==> src/rtl/cpu_ctrl_pkg.sv <==
// Shared opcodes, ALU select codes, sequencer states and the control-word layout
// for the hardwired CPU control unit.
package cpu_ctrl_pkg;

   localparam int OP_W       = 5;
   localparam int ALU_CODE_W = 5;

   localparam logic [OP_W-1:0] OP_ADD  = 5'h00;
   localparam logic [OP_W-1:0] OP_SUB  = 5'h01;
   localparam logic [OP_W-1:0] OP_AND  = 5'h02;
   localparam logic [OP_W-1:0] OP_NOT  = 5'h03;
   localparam logic [OP_W-1:0] OP_OR   = 5'h04;
   localparam logic [OP_W-1:0] OP_NEG  = 5'h05;
   localparam logic [OP_W-1:0] OP_SHL  = 5'h06;
   localparam logic [OP_W-1:0] OP_SHR  = 5'h07;
   localparam logic [OP_W-1:0] OP_ADDI = 5'h08;
   localparam logic [OP_W-1:0] OP_ANDI = 5'h09;
   localparam logic [OP_W-1:0] OP_ORI  = 5'h0A;
   localparam logic [OP_W-1:0] OP_MUL  = 5'h0B;
   localparam logic [OP_W-1:0] OP_DIV  = 5'h0C;
   localparam logic [OP_W-1:0] OP_NOP  = 5'h1E;
   localparam logic [OP_W-1:0] OP_HALT = 5'h1F;

   localparam logic [ALU_CODE_W-1:0] ALU_NOP = 5'd0;
   localparam logic [ALU_CODE_W-1:0] ALU_ADD = 5'd1;
   localparam logic [ALU_CODE_W-1:0] ALU_SUB = 5'd2;
   localparam logic [ALU_CODE_W-1:0] ALU_AND = 5'd3;
   localparam logic [ALU_CODE_W-1:0] ALU_OR  = 5'd4;
   localparam logic [ALU_CODE_W-1:0] ALU_SHL = 5'd5;
   localparam logic [ALU_CODE_W-1:0] ALU_SHR = 5'd6;
   localparam logic [ALU_CODE_W-1:0] ALU_MUL = 5'd7;
   localparam logic [ALU_CODE_W-1:0] ALU_DIV = 5'd8;
   localparam logic [ALU_CODE_W-1:0] ALU_NOT = 5'd9;
   localparam logic [ALU_CODE_W-1:0] ALU_NEG = 5'd10;

   typedef enum logic [3:0] {
      IDLE, T0, T1, T1W, T2, T3, T4, T5, T6, HALTED
   } state_t;

   typedef enum logic [2:0] {
      CLS_REG, CLS_IMM, CLS_UNARY, CLS_MULDIV, CLS_NOP, CLS_HALT, CLS_BAD
   } op_class_t;

   typedef struct packed {
      logic                  pc_out;
      logic                  zhi_out;
      logic                  zlo_out;
      logic                  mdr_out;
      logic                  c_out;
      logic                  mar_in;
      logic                  z_in;
      logic                  pc_in;
      logic                  mdr_in;
      logic                  ir_in;
      logic                  y_in;
      logic                  hi_in;
      logic                  lo_in;
      logic                  inc_pc;
      logic                  read;
      logic                  gra;
      logic                  grb;
      logic                  grc;
      logic                  r_in;
      logic                  r_out;
      logic                  run;
      logic                  done;
      logic [ALU_CODE_W-1:0] alu_op;
   } ctrl_word_t;

   function automatic op_class_t op_class(input logic [OP_W-1:0] op);
      case (op)
         OP_ADD, OP_SUB, OP_AND, OP_OR, OP_SHL, OP_SHR: op_class = CLS_REG;
         OP_ADDI, OP_ANDI, OP_ORI:                      op_class = CLS_IMM;
         OP_NOT, OP_NEG:                                op_class = CLS_UNARY;
         OP_MUL, OP_DIV:                                op_class = CLS_MULDIV;
         OP_NOP:                                        op_class = CLS_NOP;
         OP_HALT:                                       op_class = CLS_HALT;
         default:                                       op_class = CLS_BAD;
      endcase
   endfunction

   function automatic logic [ALU_CODE_W-1:0] alu_code(input logic [OP_W-1:0] op);
      case (op)
         OP_ADD, OP_ADDI: alu_code = ALU_ADD;
         OP_SUB:          alu_code = ALU_SUB;
         OP_AND, OP_ANDI: alu_code = ALU_AND;
         OP_OR, OP_ORI:   alu_code = ALU_OR;
         OP_SHL:          alu_code = ALU_SHL;
         OP_SHR:          alu_code = ALU_SHR;
         OP_MUL:          alu_code = ALU_MUL;
         OP_DIV:          alu_code = ALU_DIV;
         OP_NOT:          alu_code = ALU_NOT;
         OP_NEG:          alu_code = ALU_NEG;
         default:         alu_code = ALU_NOP;
      endcase
   endfunction

endpackage

==> src/rtl/ctrl_decode.sv <==
// Combinational strobe decode: sequencer state plus opcode -> datapath control word.
// In T3 the opcode comes straight from IR; later steps use the latched copy.
module ctrl_decode
   import cpu_ctrl_pkg::*;
#(
   parameter int OPW = 5
) (
   input  state_t           state,
   input  logic [OPW-1:0]   op_q,
   input  logic [OPW-1:0]   ir_op,
   output ctrl_word_t       cw
);

   logic [OP_W-1:0] op;
   op_class_t       cls;

   always_comb begin
      op        = (state == T3) ? OP_W'(ir_op) : OP_W'(op_q);
      cls       = op_class(op);
      cw        = '0;
      cw.alu_op = ALU_NOP;
      cw.run    = (state != IDLE) && (state != HALTED);
      case (state)
         T0: begin
            cw.pc_out = 1'b1; cw.mar_in = 1'b1; cw.inc_pc = 1'b1;
            cw.z_in   = 1'b1; cw.alu_op = ALU_ADD;
         end
         T1: begin
            cw.zlo_out = 1'b1; cw.pc_in = 1'b1; cw.read = 1'b1; cw.mdr_in = 1'b1;
         end
         T1W: begin
            cw.read = 1'b1; cw.mdr_in = 1'b1;
         end
         T2: begin
            cw.mdr_out = 1'b1; cw.ir_in = 1'b1;
         end
         T3: begin
            case (cls)
               CLS_REG, CLS_IMM, CLS_MULDIV: begin
                  cw.grb = 1'b1; cw.r_out = 1'b1; cw.y_in = 1'b1;
               end
               CLS_UNARY: begin
                  cw.grb = 1'b1; cw.r_out = 1'b1; cw.z_in = 1'b1; cw.alu_op = alu_code(op);
               end
               CLS_NOP, CLS_HALT: cw.done = 1'b1;
               default: ;
            endcase
         end
         T4: begin
            cw.z_in   = 1'b1;
            cw.alu_op = alu_code(op);
            if (cls == CLS_IMM) begin
               cw.c_out = 1'b1;
            end else begin
               cw.grc = 1'b1; cw.r_out = 1'b1;
            end
         end
         T5: begin
            cw.zlo_out = 1'b1;
            if (cls == CLS_MULDIV) begin
               cw.lo_in = 1'b1;
            end else begin
               cw.gra = 1'b1; cw.r_in = 1'b1; cw.done = 1'b1;
            end
         end
         T6: begin
            cw.zhi_out = 1'b1; cw.hi_in = 1'b1; cw.done = 1'b1;
         end
         default: ;
      endcase
   end

endmodule

==> src/rtl/ctrl_sequencer.sv <==
// Hardwired fetch/execute sequencer for the bus-based CPU datapath.
// Define CTRL_MEM_WAIT_EN to stretch the fetch read until Mem_ready (with timeout).
module ctrl_sequencer
   import cpu_ctrl_pkg::*;
#(
   parameter int OPW         = 5,
   parameter int ALUW        = 5,
   parameter int MEM_TIMEOUT = 15
) (
   input  logic             Clock,
   input  logic             Clear,
   input  logic             Start,
   input  logic             Mem_ready,
   input  logic [OPW-1:0]   IR_op,
   output logic             PCout,
   output logic             Zhiout,
   output logic             Zlowout,
   output logic             MDRout,
   output logic             Cout,
   output logic             MARin,
   output logic             Zin,
   output logic             PCin,
   output logic             MDRin,
   output logic             IRin,
   output logic             Yin,
   output logic             HIin,
   output logic             LOin,
   output logic             IncPC,
   output logic             Read,
   output logic             Gra,
   output logic             Grb,
   output logic             Grc,
   output logic             Rin,
   output logic             Rout,
   output logic [ALUW-1:0]  alu_op,
   output logic             Run,
   output logic             Done,
   output logic             Illegal,
   output logic [3:0]       dbg_state
);

   state_t         state_q, state_d;
   logic [OPW-1:0] op_q, op_d;
   logic           illegal_q, illegal_d;
   ctrl_word_t     cw;

`ifdef CTRL_MEM_WAIT_EN
   localparam int CNT_W = $clog2(MEM_TIMEOUT + 1);
   logic [CNT_W-1:0] wait_cnt_q, wait_cnt_d;
`else
   localparam int unused_mem_timeout = MEM_TIMEOUT;
   logic unused_mem_ready;
   assign unused_mem_ready = Mem_ready;
`endif

   always_comb begin
      state_d   = state_q;
      op_d      = op_q;
      illegal_d = illegal_q;
`ifdef CTRL_MEM_WAIT_EN
      wait_cnt_d = wait_cnt_q;
`endif
      case (state_q)
         IDLE:   if (Start) state_d = T0;
         HALTED: if (Start) begin state_d = T0; illegal_d = 1'b0; end
         T0:     state_d = T1;
`ifdef CTRL_MEM_WAIT_EN
         // Mem_ready is a level qualifier: read data is taken on the first edge it is high.
         T1: begin
            if (Mem_ready) state_d = T2;
            else begin state_d = T1W; wait_cnt_d = '0; end
         end
         T1W: begin
            if (Mem_ready) state_d = T2;
            else if (wait_cnt_q == CNT_W'(MEM_TIMEOUT - 1)) begin
               state_d = HALTED; illegal_d = 1'b1;
            end else wait_cnt_d = wait_cnt_q + 1'b1;
         end
`else
         T1:     state_d = T2;
`endif
         T2:     state_d = T3;
         T3: begin
            op_d = IR_op;
            case (op_class(OP_W'(IR_op)))
               CLS_REG, CLS_IMM, CLS_MULDIV: state_d = T4;
               CLS_UNARY: state_d = T5;
               CLS_NOP:   state_d = T0;
               CLS_HALT:  state_d = HALTED;
               default: begin state_d = HALTED; illegal_d = 1'b1; end
            endcase
         end
         T4:     state_d = T5;
         T5:     state_d = (op_class(OP_W'(op_q)) == CLS_MULDIV) ? T6 : T0;
         T6:     state_d = T0;
         default: state_d = IDLE;
      endcase
   end

   always_ff @(posedge Clock) begin
      if (Clear) begin
         state_q   <= IDLE;
         op_q      <= '0;
         illegal_q <= 1'b0;
`ifdef CTRL_MEM_WAIT_EN
         wait_cnt_q <= '0;
`endif
      end else begin
         state_q   <= state_d;
         op_q      <= op_d;
         illegal_q <= illegal_d;
`ifdef CTRL_MEM_WAIT_EN
         wait_cnt_q <= wait_cnt_d;
`endif
      end
   end

   ctrl_decode #(.OPW(OPW)) u_decode (
      .state (state_q),
      .op_q  (op_q),
      .ir_op (IR_op),
      .cw    (cw)
   );

   assign PCout     = cw.pc_out;
   assign Zhiout    = cw.zhi_out;
   assign Zlowout   = cw.zlo_out;
   assign MDRout    = cw.mdr_out;
   assign Cout      = cw.c_out;
   assign MARin     = cw.mar_in;
   assign Zin       = cw.z_in;
   assign PCin      = cw.pc_in;
   assign MDRin     = cw.mdr_in;
   assign IRin      = cw.ir_in;
   assign Yin       = cw.y_in;
   assign HIin      = cw.hi_in;
   assign LOin      = cw.lo_in;
   assign IncPC     = cw.inc_pc;
   assign Read      = cw.read;
   assign Gra       = cw.gra;
   assign Grb       = cw.grb;
   assign Grc       = cw.grc;
   assign Rin       = cw.r_in;
   assign Rout      = cw.r_out;
   assign alu_op    = ALUW'(cw.alu_op);
   assign Run       = cw.run;
   assign Done      = cw.done;
   assign Illegal   = illegal_q;
   assign dbg_state = state_q;

endmodule

==> config.mk <==
export PLATFORM = sky130hd
export DESIGN_NAME = ctrl_sequencer
export DESIGN_NICKNAME = d
export VERILOG_FILES = /design/src/rtl/cpu_ctrl_pkg.sv /design/src/rtl/ctrl_decode.sv /design/src/rtl/ctrl_sequencer.sv
export SDC_FILE = /design/constraint.sdc
export NUM_CORES = 1
export LEC_CHECK = 0
export BUFFER_PORTS_ARGS = -buffer_cell sky130_fd_sc_hd__clkbuf_2
export CORE_ASPECT_RATIO = 2
export CORE_UTILIZATION = 52
export DETAILED_ROUTE_END_ITERATION = 10
export PLACE_DENSITY_LB_ADDON = 0.1
export SYNTH_ARGS = -nofsm -noshare
export SYNTH_HDL_FRONTEND = slang
export SYNTH_SLANG_ARGS = --single-unit
==> constraint.sdc <==
create_clock -name Clock -period 5.19 [get_ports Clock]
set_input_delay 0.2595 -clock Clock [delete_from_list [all_inputs] [get_ports Clock]]
set_output_delay 0.2595 -clock Clock [all_outputs]
set_load 0.02 [all_outputs]
==> impl_metrics.tcl <==
set metrics [dict create \
    p_clk_frac 0.166 \
    place_congestion 0.834 \
    setup_ws_ns 1.64 \
    fin_cells 225 \
    p_sw_uw 259 \
    p_leak_uw 0.000683 \
    outcome "finished, final reports clean" \
    synth-seq-area-share 0.187 \
    synthArstFlopShare 0 \
    netlist_area_mm2 0.00139 \
    grt_pass1_vias 1242 \
    clkTransAtPathRegs_ns 0.06 \
    coreArea_mm2 0.00254 \
    setup_tns_ns 0 \
    nNetsFinal 214 \
    arrival_ns 3.29 \
    met3_length_um 74 \
    grt_max_degree 19 \
    drt-initial-drc-count 24 \
    max_freq_mhz 281 \
    crit_path_start_kind "flip-flop" \
    row_count 26 \
    finalHoldViolCount 0 \
    finalSetupViolCount 0 \
    vias 1360 \
    min_period_over_period 0.685 \
    drc 0 \
    dieArea_mm2 0.00290 \
    cts_tree "yes" \
    pwr-share-comb 0.549 \
    switching_share 0.484 \
    yosysMostFrequentCell "nor2_1" \
    hold_class "in2reg" \
    yosysWarningCount 0 \
    cts-resized-gates 0 \
    dr.pass1.iters 4 \
    synth_area_leaders "dfxtp_1 (19%), mux2i_4 (6.5%), ha_1 (6.3%), nor2_1 (5.7%), buf_4 (3.8%)" \
    routedWlPerCell_um 15.3 \
    viasPerCell 6.04 \
    cts_buffers 3 \
    maxSlewHeadroom 0.660 \
    drv_cap 0 \
    grt_use_total 0.253 \
    grt_pass1_wl_mm 5.45 \
    cts_root_buf "clkbuf_8" \
    skew_ns 0.00555 \
    cts_hold_buf 0 \
    cts.sinks 13 \
    drv_slew 0 \
    power.density_mw_per_mm2 342 \
    die_w_um 38.6 \
    diodes 0 \
    avgSynthCellArea_um2 8.14 \
    wl_met1_mm 1.28 \
    route.met2.wl_mm 2.06 \
    p_seq_frac 0.285 \
    ys_types 62 \
    pre_cts_ws_ns 1.90 \
    p_int_uw 276 \
    synth_top_area_frac 0.187 \
    die_h_um 75.2 \
    maxUsedRoutingLayer "met4" \
    min_period_ns 3.55 \
    port_buffers 38 \
    htreeDepth 1 \
    drtAntennaViolNets 0 \
    irDropWorstVdd_mv 0.253 \
    fillers 250 \
    place_inst 221 \
    cp-end-kind "primary output" \
    cp_max_fo 17 \
    fin_total_pwr_uw 535 \
    syn_nets 187 \
    globalRoute.totalOverflow 0 \
    ys_ff_latch 13 \
    placed_cell_area_mm2 0.00152 \
    clockBufferDepth 2 \
    yosysTopAreaCell "dfxtp_1" \
    synthFlopType "dfxtp_1" \
    clk_latency_ns 0.24 \
    drive_above_1_share 0.305 \
    cp.required_ns 4.93 \
    synth-edff-count 0 \
    synth_cells 171 \
    routed_wl_mm 3.45 \
    area_growth_syn_to_layout_pct 12.3 \
    antenna_found_initial 0 \
    rsz0062_at_grt "no" \
    worst-setup-path-type "reg2out" \
    synth_top_cells_by_count "nor2_1 (21), dfxtp_1 (13), nand2_1 (11)" \
    floorplan.initialDensity 0.548 \
    dp_hpwl_mm 2.80 \
    worst_slew_pin_slew_ns 0.509 \
    pin_count 41 \
    final_area_mm2 0.00156 \
    post-cts-setup-buffers 0 \
]
[metal layers]
layer	up-vias	global-route usage
met4	0	0.0345
met1	657	0.266
met2	30	0.507
li1	670	-
met3	3	0.0295
met5	-	0
[layout by cell type (no fill, tap or decap), types with 4 or more instances in the layout]
cell type / instances
a21oi_1: 8
a31oi_1: 5
clkbuf_2: 38
dfxtp_1: 13
ha_1: 7
mux2i_4: 4
nand2_1: 11
nand2b_1: 5
nor2_1: 21
nor2b_1: 6
nor3_1: 7
or3_1: 4
[cell families after synthesis]
| logic type | count (synthesis) | synth area share |
|---|---|---|
| buffers and inverters | 22 | 0.0899 |
| other | 1 | 0.00270 |
| xor gates and xnor gates | 2 | 0.0126 |
| adders and majority gates | 7 | 0.0629 |
| muxes | 10 | 0.114 |
| and+or+nand+nor | 75 | 0.306 |
| DFF | 13 | 0.187 |
| AOI/OAI and AO/OA | 41 | 0.225 |
[stage by stage]
stage | hold slack (ns) | util
6_report | 0.362 | 0.616
4_1_cts | 0.358 | 0.616
5_1_grt | 0.376 | 0.616
3_3_place_gp | 0.464 | 0.598
3_5_place_dp | 0.471 | 0.598
2_1_floorplan | 0.339 | -
[power groups by stage]
stage / combinational (uW) / sequential (uW) / clock, uW
after CTS: 295 / 152 / 88.8
after detailed placement: 294 / 154 / 0
final: 294 / 152 / 89.0
after global placement: 291 / 153 / 0
after global routing: 319 / 157 / 94.6
after floorplan: 237 / 144 / 0
[area by class of cell]
cell class | instances | area (um^2) | area share
tap | 28 | 35.0 | 0.0224
clock buffer | 4 | 45.0 | 0.0288
timing repair buffer | 39 | 198 | 0.127
inverter | 5 | 18.8 | 0.0120
sequential | 13 | 260 | 0.167
multi-input combinational | 136 | 1010 | 0.644
[path summary, 6_finish.rpt]
path | start | end | slack, ns | cells after the start
worst min register to register | Illegal | Illegal | 0.47 | 2
worst max register to register | dbg_state[0] | flip-flop | 2.86 | 6
worst max-delay path | dbg_state[0] | Cout | 1.64 | 11
worst min-delay path | Clear | Illegal | 0.36 | 2
[critical path: stages, from the launching register on]
cell,delay (ns)
dfxtp_1,0.64
and4bb_1,0.31
buf_4,0.31
mux2i_4,0.44
inv_2,0.12
ha_1,0.23
nand2_1,0.08
mux2i_1,0.11
a211oi_4,0.27
or2_4,0.21
nor3b_2,0.15
clkbuf_2,0.18
Note: power is estimated with default switching activity, not from simulation.
